### config.mk
export PLATFORM = sky130hd
export DESIGN_NAME = riscv_icache_refill_ctrl_flat
export DESIGN_NICKNAME = d
export VERILOG_FILES = /design/src/rtl/riscv_icache_refill_ctrl_if.sv /design/src/rtl/riscv_icache_refill_ctrl.sv /design/src/flat_wrapper.sv
export SDC_FILE = /design/constraint.sdc
export NUM_CORES = 1
export LEC_CHECK = 0
export CORE_MARGIN = 2
export CORE_UTILIZATION = 45
export CTS_CLUSTER_DIAMETER = 40
export DETAILED_ROUTE_END_ITERATION = 10
export GPL_ROUTABILITY_DRIVEN = 0
export PLACE_DENSITY = 0.74
export SLEW_MARGIN = 0
export SYNTH_ARGS = -nofsm -noshare
export SYNTH_HDL_FRONTEND = slang
export SYNTH_SLANG_ARGS = --single-unit
### constraint.sdc
create_clock -name clk -period 4 [get_ports clk]
set_input_delay 0.4 -clock clk [delete_from_list [all_inputs] [get_ports clk]]
set_output_delay 0.4 -clock clk [all_outputs]
set_load 0.1 [all_outputs]
### src/rtl/riscv_icache_refill_ctrl_if.sv
// riscv_icache_refill_ctrl_if: fetch, instruction-RAM and data-array signals of the I-cache refill controller
//   master (controller) inputs : fetch_req, fetch_addr, flush, mem_data
//   master (controller) outputs: hit, stall, mem_rden, mem_addr, line_we, line_index, line_data
//   slave is the mirror image, used by whatever drives the fetch side and models the RAM
//   ICACHE_PERF_CNT_EN adds the hit_count/miss_count outputs
interface riscv_icache_refill_ctrl_if #(
   parameter int ADDR       = 14,
   parameter int S_ADDR     = 10,
   parameter int INDEX      = 8,
   parameter int DATA_WIDTH = 128
);
   logic                  fetch_req;
   logic [ADDR-1:0]       fetch_addr;
   logic                  flush;
   logic                  hit;
   logic                  stall;
   logic                  mem_rden;
   logic [S_ADDR-1:0]     mem_addr;
   logic [DATA_WIDTH-1:0] mem_data;
   logic                  line_we;
   logic [INDEX-1:0]      line_index;
   logic [DATA_WIDTH-1:0] line_data;
`ifdef ICACHE_PERF_CNT_EN
   logic [31:0]           hit_count;
   logic [31:0]           miss_count;
`endif
   modport master (
      input  fetch_req, fetch_addr, flush, mem_data,
      output hit, stall, mem_rden, mem_addr, line_we, line_index, line_data
`ifdef ICACHE_PERF_CNT_EN
      , output hit_count, miss_count
`endif
   );
   modport slave (
      output fetch_req, fetch_addr, flush, mem_data,
      input  hit, stall, mem_rden, mem_addr, line_we, line_index, line_data
`ifdef ICACHE_PERF_CNT_EN
      , input hit_count, miss_count
`endif
   );
endinterface

### src/rtl/riscv_icache_refill_ctrl.sv
// riscv_icache_refill_ctrl: direct-mapped I-cache tag/valid owner and single-outstanding line refill FSM
//   clk, rst_n : clock (rising edge) and synchronous active-low reset
//   bus.master : fetch_req/fetch_addr/flush in, hit/stall out; mem_rden/mem_addr out, mem_data in;
//                line_we/line_index/line_data out to the data array
//   ICACHE_PERF_CNT_EN : when defined, adds hit_count and miss_count
module riscv_icache_refill_ctrl #(
   parameter int DATA_WIDTH  = 128,
   parameter int CACHE_SIZE  = 4096,
   parameter int MEM_SIZE    = 16384,
   parameter int DATAPBLOCK  = 16,
   parameter int CACHE_DEPTH = CACHE_SIZE / DATAPBLOCK,
   parameter int ADDR        = $clog2(MEM_SIZE),
   parameter int BYTE_OFF    = $clog2(DATAPBLOCK),
   parameter int INDEX       = $clog2(CACHE_DEPTH),
   parameter int TAG         = ADDR - BYTE_OFF - INDEX,
   parameter int S_ADDR      = ADDR - BYTE_OFF,
   parameter int MEM_LAT     = 1
) (
   input logic                       clk,
   input logic                       rst_n,
   riscv_icache_refill_ctrl_if.master bus
);
   typedef enum logic [1:0] {IDLE, REQ, WAIT, FILL} state_t;
   state_t                state;
   logic [CACHE_DEPTH-1:0] valid;
   logic [TAG-1:0]        tag_arr [CACHE_DEPTH];
   logic [S_ADDR-1:0]     miss_addr;
   logic [3:0]            cnt;
   logic                  flush_pend;
   logic                  rden;
   logic                  we;
   logic [INDEX-1:0]      lidx;
   logic [INDEX-1:0]      idx;
   logic [INDEX-1:0]      miss_idx;
   logic                  hit;
   logic                  take_miss;
   logic [DATA_WIDTH-1:0] fill_data;
   assign idx      = bus.fetch_addr[BYTE_OFF+INDEX-1:BYTE_OFF];
   assign miss_idx = miss_addr[INDEX-1:0];
   // a flush arriving this cycle also suppresses the hit: the line is about to be invalidated
   assign hit = state == IDLE && bus.fetch_req && valid[idx] &&
                tag_arr[idx] == bus.fetch_addr[ADDR-1:ADDR-TAG] && !flush_pend && !bus.flush;
   assign take_miss = state == IDLE && !flush_pend && !bus.flush && bus.fetch_req && !hit;
   assign fill_data      = bus.mem_data;
   assign bus.hit        = hit;
   assign bus.stall      = (bus.fetch_req && !hit) || state != IDLE;
   assign bus.mem_rden   = rden;
   assign bus.mem_addr   = miss_addr;
   assign bus.line_we    = we;
   assign bus.line_index = lidx;
   assign bus.line_data  = fill_data;
   always_ff @(posedge clk) begin
      if (!rst_n) begin
         state      <= IDLE;
         valid      <= '0;
         cnt        <= '0;
         flush_pend <= 1'b0;
         miss_addr  <= '0;
         rden       <= 1'b0;
         we         <= 1'b0;
         lidx       <= '0;
      end else begin
         rden <= 1'b0;
         we   <= 1'b0;
         case (state)
            IDLE: begin
               if (flush_pend || bus.flush) begin
                  valid      <= '0;
                  flush_pend <= 1'b0;
               end else if (take_miss) begin
                  miss_addr <= bus.fetch_addr[ADDR-1:BYTE_OFF];
                  rden      <= 1'b1;
                  state     <= REQ;
               end
            end
            REQ: begin
               cnt <= 4'(MEM_LAT - 1);
               if (MEM_LAT == 1) begin
                  state <= FILL;
                  we    <= 1'b1;
                  lidx  <= miss_idx;
               end else begin
                  state <= WAIT;
               end
            end
            WAIT: begin
               cnt <= cnt - 4'd1;
               if (cnt == 4'd1) begin
                  state <= FILL;
                  we    <= 1'b1;
                  lidx  <= miss_idx;
               end
            end
            FILL: begin
               valid[miss_idx] <= 1'b1;
               state           <= IDLE;
            end
            default: state <= IDLE;
         endcase
         // a flush seen mid-refill is deferred so the fill still lands, then gets wiped in IDLE
         if (state != IDLE && bus.flush) flush_pend <= 1'b1;
      end
   end
   always_ff @(posedge clk)
      if (rst_n && state == FILL) tag_arr[miss_idx] <= miss_addr[S_ADDR-1:INDEX];
`ifdef ICACHE_PERF_CNT_EN
   always_ff @(posedge clk) begin
      if (!rst_n) begin
         bus.hit_count  <= '0;
         bus.miss_count <= '0;
      end else begin
         if (hit) bus.hit_count <= bus.hit_count + 32'd1;
         if (take_miss) bus.miss_count <= bus.miss_count + 32'd1;
      end
   end
`endif
endmodule

### src/flat_wrapper.sv
// flat-port wrapper written by rule: the top's interface ports become plain ports
module riscv_icache_refill_ctrl_flat 
#(
   parameter int DATA_WIDTH  = 128,
   parameter int CACHE_SIZE  = 4096,
   parameter int MEM_SIZE    = 16384,
   parameter int DATAPBLOCK  = 16,
   parameter int CACHE_DEPTH = CACHE_SIZE / DATAPBLOCK,
   parameter int ADDR        = $clog2(MEM_SIZE),
   parameter int BYTE_OFF    = $clog2(DATAPBLOCK),
   parameter int INDEX       = $clog2(CACHE_DEPTH),
   parameter int TAG         = ADDR - BYTE_OFF - INDEX,
   parameter int S_ADDR      = ADDR - BYTE_OFF,
   parameter int MEM_LAT     = 1
)
  (clk, rst_n, bus_fetch_req, bus_fetch_addr, bus_flush, bus_mem_data, bus_hit, bus_stall, bus_mem_rden, bus_mem_addr, bus_line_we, bus_line_index, bus_line_data);
  riscv_icache_refill_ctrl_if #(.ADDR(ADDR), .S_ADDR(S_ADDR), .INDEX(INDEX), .DATA_WIDTH(DATA_WIDTH)) bus_i ();
  input logic clk;
  input logic rst_n;
  input wire logic [$bits(bus_i.fetch_req)-1:0] bus_fetch_req;
  input wire logic [$bits(bus_i.fetch_addr)-1:0] bus_fetch_addr;
  input wire logic [$bits(bus_i.flush)-1:0] bus_flush;
  input wire logic [$bits(bus_i.mem_data)-1:0] bus_mem_data;
  output wire logic [$bits(bus_i.hit)-1:0] bus_hit;
  output wire logic [$bits(bus_i.stall)-1:0] bus_stall;
  output wire logic [$bits(bus_i.mem_rden)-1:0] bus_mem_rden;
  output wire logic [$bits(bus_i.mem_addr)-1:0] bus_mem_addr;
  output wire logic [$bits(bus_i.line_we)-1:0] bus_line_we;
  output wire logic [$bits(bus_i.line_index)-1:0] bus_line_index;
  output wire logic [$bits(bus_i.line_data)-1:0] bus_line_data;
  assign bus_i.fetch_req = bus_fetch_req;
  assign bus_i.fetch_addr = bus_fetch_addr;
  assign bus_i.flush = bus_flush;
  assign bus_i.mem_data = bus_mem_data;
  assign bus_hit = bus_i.hit;
  assign bus_stall = bus_i.stall;
  assign bus_mem_rden = bus_i.mem_rden;
  assign bus_mem_addr = bus_i.mem_addr;
  assign bus_line_we = bus_i.line_we;
  assign bus_line_index = bus_i.line_index;
  assign bus_line_data = bus_i.line_data;
  riscv_icache_refill_ctrl #(.DATA_WIDTH(DATA_WIDTH), .CACHE_SIZE(CACHE_SIZE), .MEM_SIZE(MEM_SIZE), .DATAPBLOCK(DATAPBLOCK), .CACHE_DEPTH(CACHE_DEPTH), .ADDR(ADDR), .BYTE_OFF(BYTE_OFF), .INDEX(INDEX), .TAG(TAG), .S_ADDR(S_ADDR), .MEM_LAT(MEM_LAT)) u_core (.clk(clk), .rst_n(rst_n), .bus(bus_i));
endmodule
Word level (Yosys, flattened, before mapping)
Memory sizes are Yosys's and may differ from the RTL's.
Index checks and enable logic that the tools add are counted.
Storage, ports and cells
  RAM bits: 512
  output and inout bits: 150
  bits in latches: 0
  bits in registers: 283
  memory bits (read-only): 0
  memories: 1
Cells by class
  $mul: 0
  mux-type cells: 21
  equality and inequality tests: 9
  bitwise operators: 4
  div/mod/pow operators: 0
  shift-type cells: 0
  $lt $le $gt $ge: 3
  $add $sub $neg: 1
  reduce and logical (&&, ||, !) cells: 30
Memory list
  u_core.tag_arr: depth 256, bits a word 2, read ports 1, clocked after Yosys merged registers in 0, write ports 1, RTL line riscv_icache_refill_ctrl.sv:26  | logic [TAG-1:0] tag_arr [CACHE_DEPTH];
Operators with widths (count)
  case mux 256 bit (2 select lines): 1
  two-way mux 256 bit: 1
  OR 256 bit: 1
  < comparator 8 x 9 -> 1 bit, second input constant: 2
  case mux 8 bit (2 select lines): 1
  logical AND 1 bit: 13
  nonzero test 2 bit: 5
  two-way mux 1 bit: 9
  binary-select mux 1 bit (select 8 bit): 1
  demux 1 bit (select 8 bit): 1
  greater-or-equal comparator 8 x 1 -> 1 bit, second input constant: 1
  two-way mux 8 bit: 1
  case mux 2 bit (4 select lines): 1
  case mux 4 bit (2 select lines): 1
  two-way mux 2 bit: 3
  AND reduction 2 bit: 3
  AND reduction 3 bit: 2
  == test 2 bit, second input constant: 2
  == test 4 x 1 -> 1 bit, second input constant: 1
  inequality test 2 x 1 -> 1 bit, second input constant: 2
  inequality test 2 bit, second input constant: 2
  subtractor 4 x 1 -> 4 bit, second input constant: 1
  logical NOT 1 bit: 3
  inverter 1 bit: 3
  other kinds (6): 7

Longest topological paths before layout
Gate-level depths: netlist (run 1).
  depth in word-level cells: 11
  mapped depth: 16

Worst setup path before layout (run 1)
OpenSTA, ideal clock, no wires.
  kind: register to register
  start: register u_core.miss_addr[8], in the netlist u_core.bus.mem_addr[8]
  end: memory u_core.tag_arr[0][0] (netlist bit) (data pin)
  required time: 3.009 ns
  arrival: 4.041 ns
  slack: -1.032 ns
  path buffers: 0
  cell stages (with the launch flop): 1
  setup time: 0.991 ns
  path through: dfxtp_1
RTL lines
  start: declaration: RTL line riscv_icache_refill_ctrl.sv:27  | logic [S_ADDR-1:0] miss_addr;
  start signal: assignment: RTL line riscv_icache_refill_ctrl.sv:71  | miss_addr <= bus.fetch_addr[ADDR-1:BYTE_OFF];
  end: declaration: RTL line riscv_icache_refill_ctrl.sv:26
No word-level cell before the write port.

Worst setup path after layout (run 1)
  start: memory u_core.tag_arr[212][0] (netlist bit)
  end: output port bus_stall
Between the ends
  cells in the longest elaborated chain, start to end: 8
Ends and longest elaborated chain
  memory (256 x 2 bit)
  == test 2 bit: RTL line riscv_icache_refill_ctrl.sv:42  | tag_arr[idx] == bus.fetch_addr[ADDR-1:ADDR-TAG] && !flush_pend && !bus.flush;
  logical AND 1 bit: RTL line riscv_icache_refill_ctrl.sv:41  | assign hit = state == IDLE && bus.fetch_req && valid[idx] &&
  logical AND 1 bit (2 in a row): RTL line riscv_icache_refill_ctrl.sv:42
  logical NOT 1 bit: RTL line riscv_icache_refill_ctrl.sv:46  | assign bus.stall = (bus.fetch_req && !hit) || state != IDLE;
  logical AND 1 bit: RTL line riscv_icache_refill_ctrl.sv:46
  logical OR 1 bit: RTL line riscv_icache_refill_ctrl.sv:46
  end: declaration: RTL line flat_wrapper.sv:25  | output wire logic [$bits(bus_i.stall)-1:0] bus_stall;
No other way between the ends.

==> results.cfg, run 1 <==
[outcome]
run_status = complete, but fails checks
violations = DRC, setup timing

[critical_path]
worst-endpoint-required_ps = 3600
start_kind = register
cp.arrival_ps = 3870
critPathCaptureType = output pin
critical_path.max_stage_delay_ps = 480
timing.setup.critical_path_class = reg2out
cp_top_family = simple AND/OR/NAND/NOR gates
worst-path-buf-inv = 2
crit_path_top_delay_cell = sky130_fd_sc_hd__mux4_2
critPathMaxFanout = 2
crit_chain = mux4_2, and2_4, o311ai_4, buf_4, a21oi_2, or4_1, nand4_1, xor2_2, nand3_2, o31ai_2, nand2_1, buf_12

[synthesis]
synth_top_family_by_area = multiplexers
syn_nets = 2726
syn_area_per_cell_sq_um = 12.9
synth_warnings = 0
syn-instance-count = 2573
area_fraction_in_compound_gates_after_synthesis_pct = 6.44
yosysUniqueCellTypes = 63
synth-xor-area-share_pct = 0.0752
synth-seq-cells = 795
synth_enable_flop_cells = 512
sequential_share_of_the_synthesized_area_pct = 63.2
synth-simple-area-share_pct = 9.71
synth-async-reset-ratio_pct = 0
post_synth_fa_ha_maj_area_fraction_pct = 0.263
yosys_most_used_dff = sky130_fd_sc_hd__edfxtp_1
syn-cell-area_sq_um = 33300
synth.area.mux_share_pct = 14.7

[global_route]
grt_pass1_wl_mm = 135
antenna_found_initial = 1
grt_max_degree = 258
grt-ovfl-total = 0
grt.total_usage_pct = 23.3
first_global_vias = 21900

[floorplanning]
placement_rows = 99
placeableCoreArea_sq_um = 73100
floorplan.die_area_sq_um = 76200
die_w_um = 276
start_util_pct = 45.6
die_h_um = 276
boundaryPins = 296

[timing]
grt_setup_unrepaired = yes
hold_viol = 0
min_period_over_period_pct = 107
slew_headroom_pct = 14.4
fmaxAchievable_ghz = 0.234
tightest_slew_ps = 1280
report.final.slew_viol_count = 0
worst_hold_slack_ps = 464
finalWorstPathRequiredPeriod_ps = 4270
setup_slack_ps = -266
setup-violations-final = 2
totalNegativeSetupSlack_ps = -503
setup_skew_after_layout_ps = 25.4

[run]
drv_cap = 0

[clock_tree]
numCtsBuffers = 94
cts.path.max_buffers = 3
clk_latency_ps = 660
tritoncts_clock_tree = built
cts.hold.buffers_added = 0
clock-sinks = 795
path_clk_slew_ps = 50
cts-root-buf = sky130_fd_sc_hd__clkbuf_16
htree_levels = 3

[routing]
routedWlPerCell_um = 25.5
viasPerCell = 6.12
routed_wl_mm = 91.0
drt_pre_antenna_iters = 10
detail_route.drc_violations = 47
vias = 21800
drt.antenna.violating_nets = 0
drt_iter0_markers = 2845

[power]
power_frac_clock_pct = 43.4
p_seq_share_pct = 46.4
leakage_nw = 12.5
switching_share_pct = 26.0
peakVddDrop_mv = 0.343
power.net_switching_mw = 5.02
power.density_nw_per_um2 = 513
share_comb_of_total_power_pct = 10.3
design_internal_power_mw = 14.3

[placement]
place_hpwl_mm = 55.6
place.detailed.instances = 3395
placement.io_buffers = 35

[cells_and_area]
finish.cell_count_without_fillers = 3570
final_cell_mix = 572 x sky130_fd_sc_hd__nor2_1, 512 x sky130_fd_sc_hd__edfxtp_1, 281 x sky130_fd_sc_hd__dfxtp_1, 273 x sky130_fd_sc_hd__a21oi_1, 176 x sky130_fd_sc_hd__mux4_2
antenna-diode-count = 0
layout.core_utilization_pct = 51.5
layout_stage_area_growth_over_the_synthesis_result_pct = 13.1
layout_commonest_cell = sky130_fd_sc_hd__nor2_1
drive_gt1_share_pct = 20.0
fin_nets = 2686

[hold_path]
hold_class = reg2reg
power by group through the flow:
stage	Combinational, mW	Clock [mW]	Sequential [mW]
2_1_floorplan	1.66	0	9.33
3_3_place_gp	1.87	0	9.13
3_5_place_dp	1.93	0	9.13
4_1_cts	1.95	8.44	8.96
5_1_grt	2.09	8.80	8.96
6_report	1.99	8.38	8.96
synth_stat cells (all sizes together) (14+ instances only):
| cell | number | area (sq um) |
|---|---|---|
| nand2 | 108 | 405 |
| edfxtp | 512 | 15400 |
| nor2 | 573 | 2150 |
| clkbuf | 137 | 515 |
| a22oi | 14 | 105 |
| nand3 | 30 | 150 |
| a21oi | 275 | 1380 |
| nor2b | 26 | 163 |
| nor3 | 14 | 75.1 |
| buf | 181 | 1300 |
| dfxtp | 283 | 5670 |
| mux4 | 176 | 3960 |
| mux2i | 82 | 821 |
layout make-up:
type	instances	area (sq um)
inverter	12	45.0
fill	5847	35400
sequential	795	21000
timing repair buffer	182	1760
multi-input combinational	1448	10500
clock buffer	111	2490
tap	959	1200
clock inverter	63	596
layer usage:
metal  vias up  GRT usage [%]  share of wire, %
met5         -              0             0.014
li1       9210              -                 -
met4         2           11.8               4.6
met2      1451           37.5                47
met3       281           5.63                11
met1     10900           29.7                37
flip-flops by register name (all words and copies together) (netlist names):
| register | flops |
|---|---|
| u_core.tag_arr | 512 |
| u_core.flush_pend | 1 |
| u_core.bus.line_we | 1 |
| u_core.bus.mem_addr | 10 |
| u_core.bus.mem_rden | 1 |
| u_core.bus.line_index | 8 |
| u_core.valid | 256 |
| u_core.state | 2 |
| u_core.cnt | 4 |
through the flow:
stage | total power [mW] | cell area (sq um) | worst slack (ps)
after floorplan | 11.0 | 33300 | 56.0
after detailed placement | 11.1 | 34500 | -162
final | 19.3 | 37700 | -266
after CTS | 19.4 | 37600 | -283
after global placement | 11.0 | 34500 | -134
after global routing | 19.9 | 37700 | -341
kinds of logic (layout without fill, tap and decap cells):
| family | Yosys count | in the layout |
|---|---|---|
| compound gates | 374 | 374 |
| xor+xnor | 2 | 2 |
| fa+ha+maj | 7 | 7 |
| buf+inv | 330 | 368 |
| flops | 795 | 795 |
| mux | 269 | 269 |
| simple gates | 796 | 796 |
path summary, 6_finish.rpt:
| kind | startpoint | endpoint | slack, ps | depth (start not counted) |
|---|---|---|---|---|
| worst max register to register | u_core.tag_arr[212][0]$_DFFE_PP_ | u_core.bus.mem_addr[2]$_SDFFE_PN0P_ | 570 | 12 |
| worst max-delay path | u_core.tag_arr[212][0]$_DFFE_PP_ | bus_stall | -270 | 12 |
| worst min-delay path | u_core.valid[120]$_SDFFE_PN0P_ | u_core.valid[120]$_SDFFE_PN0P_ | 460 | 2 |
| worst min register to register | u_core.valid[120]$_SDFFE_PN0P_ | u_core.valid[120]$_SDFFE_PN0P_ | 460 | 2 |
worst reg2reg max path, delay by kind of cell (launching register included):
kind	cells	cell delay, ps
flops	1	370
compound gates	3	600
mux	2	690
simple gates	4	1150
buf+inv	2	380
xor+xnor	1	150
timing repair:
item / in CTS / in global routing
buffers inserted: 1 / 1
setup endpoints to repair: 2 / 2
pin swaps: 9 / 3
resized for setup: 12 / 3
Power figures use the tool's default switching activity.
==> run 2: changes to the inputs <==
Settings changed: CORE_UTILIZATION 45 to 54, CTS_BUF_LIST set to sky130_fd_sc_hd__clkbuf_2, PLACE_DENSITY 0.74 to 0.85.
==> run 2 against run 1 <==
Effect of this change:
- the flow finishes with violations (setup timing)
- first-iteration DRC count rose by 22%
- hold slack worse by 240 ps
- critical endpoint unchanged
- cell count rose by 0.78%
- largest cell class unchanged
- utilization up 7.7 points
- sequential power about the same
- non-clock buffer count grew 32
- clock skew rose by 62 ps
- sequential share of layout area rose by 2.0 points
- power decreased by 16%
==> results.cfg, run 2 (same netlist as run 1, synthesis figures left out) <==
[power]
power_frac_clock_pct = 32.6
design_internal_power_mw = 11.5
power.density_nw_per_um2 = 448
p_seq_share_pct = 55.0
switching_share_pct = 29.3
power.net_switching_mw = 4.77
peakVddDrop_mv = 0.495
leakage_nw = 12.5
share_comb_of_total_power_pct = 12.4

[clock_tree]
numCtsBuffers = 185
path_clk_slew_ps = 100
cts.path.max_buffers = 3
cts-root-buf = sky130_fd_sc_hd__clkbuf_2
htree_levels = 4
clock-sinks = 795
tritoncts_clock_tree = built
clk_latency_ps = 1390

[cells_and_area]
layout_stage_area_growth_over_the_synthesis_result_pct = 9.15
fin_nets = 2809
fill_cells = 4315
largest_reg_flops = 512
final_cell_mix = 572 x sky130_fd_sc_hd__nor2_1, 512 x sky130_fd_sc_hd__edfxtp_1, 281 x sky130_fd_sc_hd__dfxtp_1, 273 x sky130_fd_sc_hd__a21oi_1, 273 x sky130_fd_sc_hd__clkbuf_2
finish.cell_count_without_fillers = 3598
layout_commonest_cell = sky130_fd_sc_hd__nor2_1
largest_register = u_core.tag_arr
finish.instance_area_sq_um = 36300
drive_gt1_share_pct = 24.1

[global_route]
grt_max_degree = 257
antenna_found_initial = 2
grt-ovfl-total = 0
grt.total_usage_pct = 29.0
grt_pass1_wl_mm = 137
first_global_vias = 23300

[run]
drv_cap = 0

[timing]
worst_hold_slack_ps = 224
totalNegativeSetupSlack_ps = -1840
setup-violations-final = 2
setup_slack_ps = -936
slew_headroom_pct = 10.2
tightest_slew_ps = 1340
grt_setup_unrepaired = yes
report.final.slew_viol_count = 0
min_period_over_period_pct = 123
finalWorstPathRequiredPeriod_ps = 4940
setup_skew_after_layout_ps = 87.0
hold_viol = 0
fmaxAchievable_ghz = 0.203

[critical_path]
timing.setup.critical_path_class = reg2out
cp.arrival_ps = 4540
critical_path.max_stage_delay_ps = 490
crit_path_top_delay_cell = sky130_fd_sc_hd__or4_1
crit_chain = mux4_2, and2_4, o311ai_2, buf_4, a21oi_2, or4_1, nand4_1, xor2_2, nand3_2, o31ai_2, nand2_1, buf_12
timing.reg2reg.worst_path_depth = 13
critPathMaxFanout = 2
critPathCaptureType = output pin
worst-endpoint-required_ps = 3600
start_kind = register

[outcome]
run_status = complete, but fails checks
violations = setup timing

[floorplanning]
placement_rows = 91
die_h_um = 252
die_w_um = 252
floorplan.die_area_sq_um = 63700
start_util_pct = 54.3
boundaryPins = 296
placeableCoreArea_sq_um = 61400

[routing]
routedWlPerCell_um = 25.6
drt.antenna.violating_nets = 0
detail_route.drc_violations = 0
routed_wl_mm = 92.2
viasPerCell = 6.39
drt_iter0_markers = 3461
drt_pre_antenna_iters = 7
vias = 23000

[placement]
place.detailed.instances = 3235
placed_cell_area_sq_um = 34300
placement.io_buffers = 35
place_hpwl_mm = 56.3

[hold_path]
hold_depth = 4
hold_class = in2reg
==> run 2: cell count changes in the layout (fill, tap and decap cells not counted), sizes merged <==
cell	delta
dlygate4sd3	+24
clkinv	+26
clkinvlp	-8
buf	+8
bufinv	-2
clkbuf	+162
inv	-15
diode	+2
==> run 2: path summary, 6_finish.rpt <==
path              slack (ps)                             start                                  end
setup / recovery        -940  u_core.tag_arr[208][0]$_DFFE_PP_                            bus_stall
hold / removal           220                bus_fetch_addr[10]  u_core.bus.mem_addr[6]$_SDFFE_PN0P_
setup reg to reg         160  u_core.tag_arr[208][0]$_DFFE_PP_  u_core.bus.mem_addr[3]$_SDFFE_PN0P_
hold reg to reg          470    u_core.valid[242]$_SDFFE_PN0P_       u_core.valid[242]$_SDFFE_PN0P_
==> run 2: metal layers <==
| metal | GRT usage [%] | wire length, um | up-vias |
|---|---|---|---|
| li1 | - | - | 9539 |
| met1 | 35.2 | 30700 | 11100 |
| met2 | 44.5 | 42400 | 1891 |
| met3 | 9.21 | 12900 | 456 |
| met4 | 19.6 | 6260 | 0 |
| met5 | 0 | 0 | - |
==> run 2: metrics by stage <==
step / utilization [%] / setup WS, ps / total power [mW]
global placement: 55.8 / -203 / 11.0
finish: 59.2 / -936 / 16.3
detailed placement: 55.8 / -218 / 11.0
floorplan: - / 56.0 / 11.0
CTS: 59.2 / -1100 / 16.3
global route: 59.2 / -1150 / 16.8
==> run 2: timing repair <==
item,4_1_cts,5_1_grt
pin swaps,9,4
endpoints found under the hold margin,27,0
resized for setup,14,3
endpoints found under the setup margin,2,7
hold buffers,24,0
buffers inserted,0,1
==> run 2: area by class of cell <==
cell class	instances	area [sq um]	area share (%)
well taps	790	988	2.72
repair buffers	214	1980	5.44
multi-input cells	1448	10500	29.0
clock buffers	273	1370	3.76
inverters	12	45.0	0.124
flip-flops and latches	795	21000	57.9
clock inverters	64	372	1.02
diodes	2	5.00	0.0138
==> run 2: power by group through the flow <==
stage          sequential, mW  clock (mW)  combinational [mW]
5_1_grt                  8.96        5.75                2.10
6_report                 8.96        5.31                2.01
3_3_place_gp             9.13           0                1.84
3_5_place_dp             9.13           0                1.89
4_1_cts                  8.95        5.37                1.94
2_1_floorplan            9.33           0                1.66
==> run 2: worst max-delay path, delay by kind of cell, from the launching register on <==
kind	cells	cell delay (ps)
AO/OA/AOI/OAI	3	520
XOR/XNOR	1	210
buffers and inverters	2	350
flip-flops	1	390
multiplexers	1	480
AND/OR/NAND/NOR	5	1170
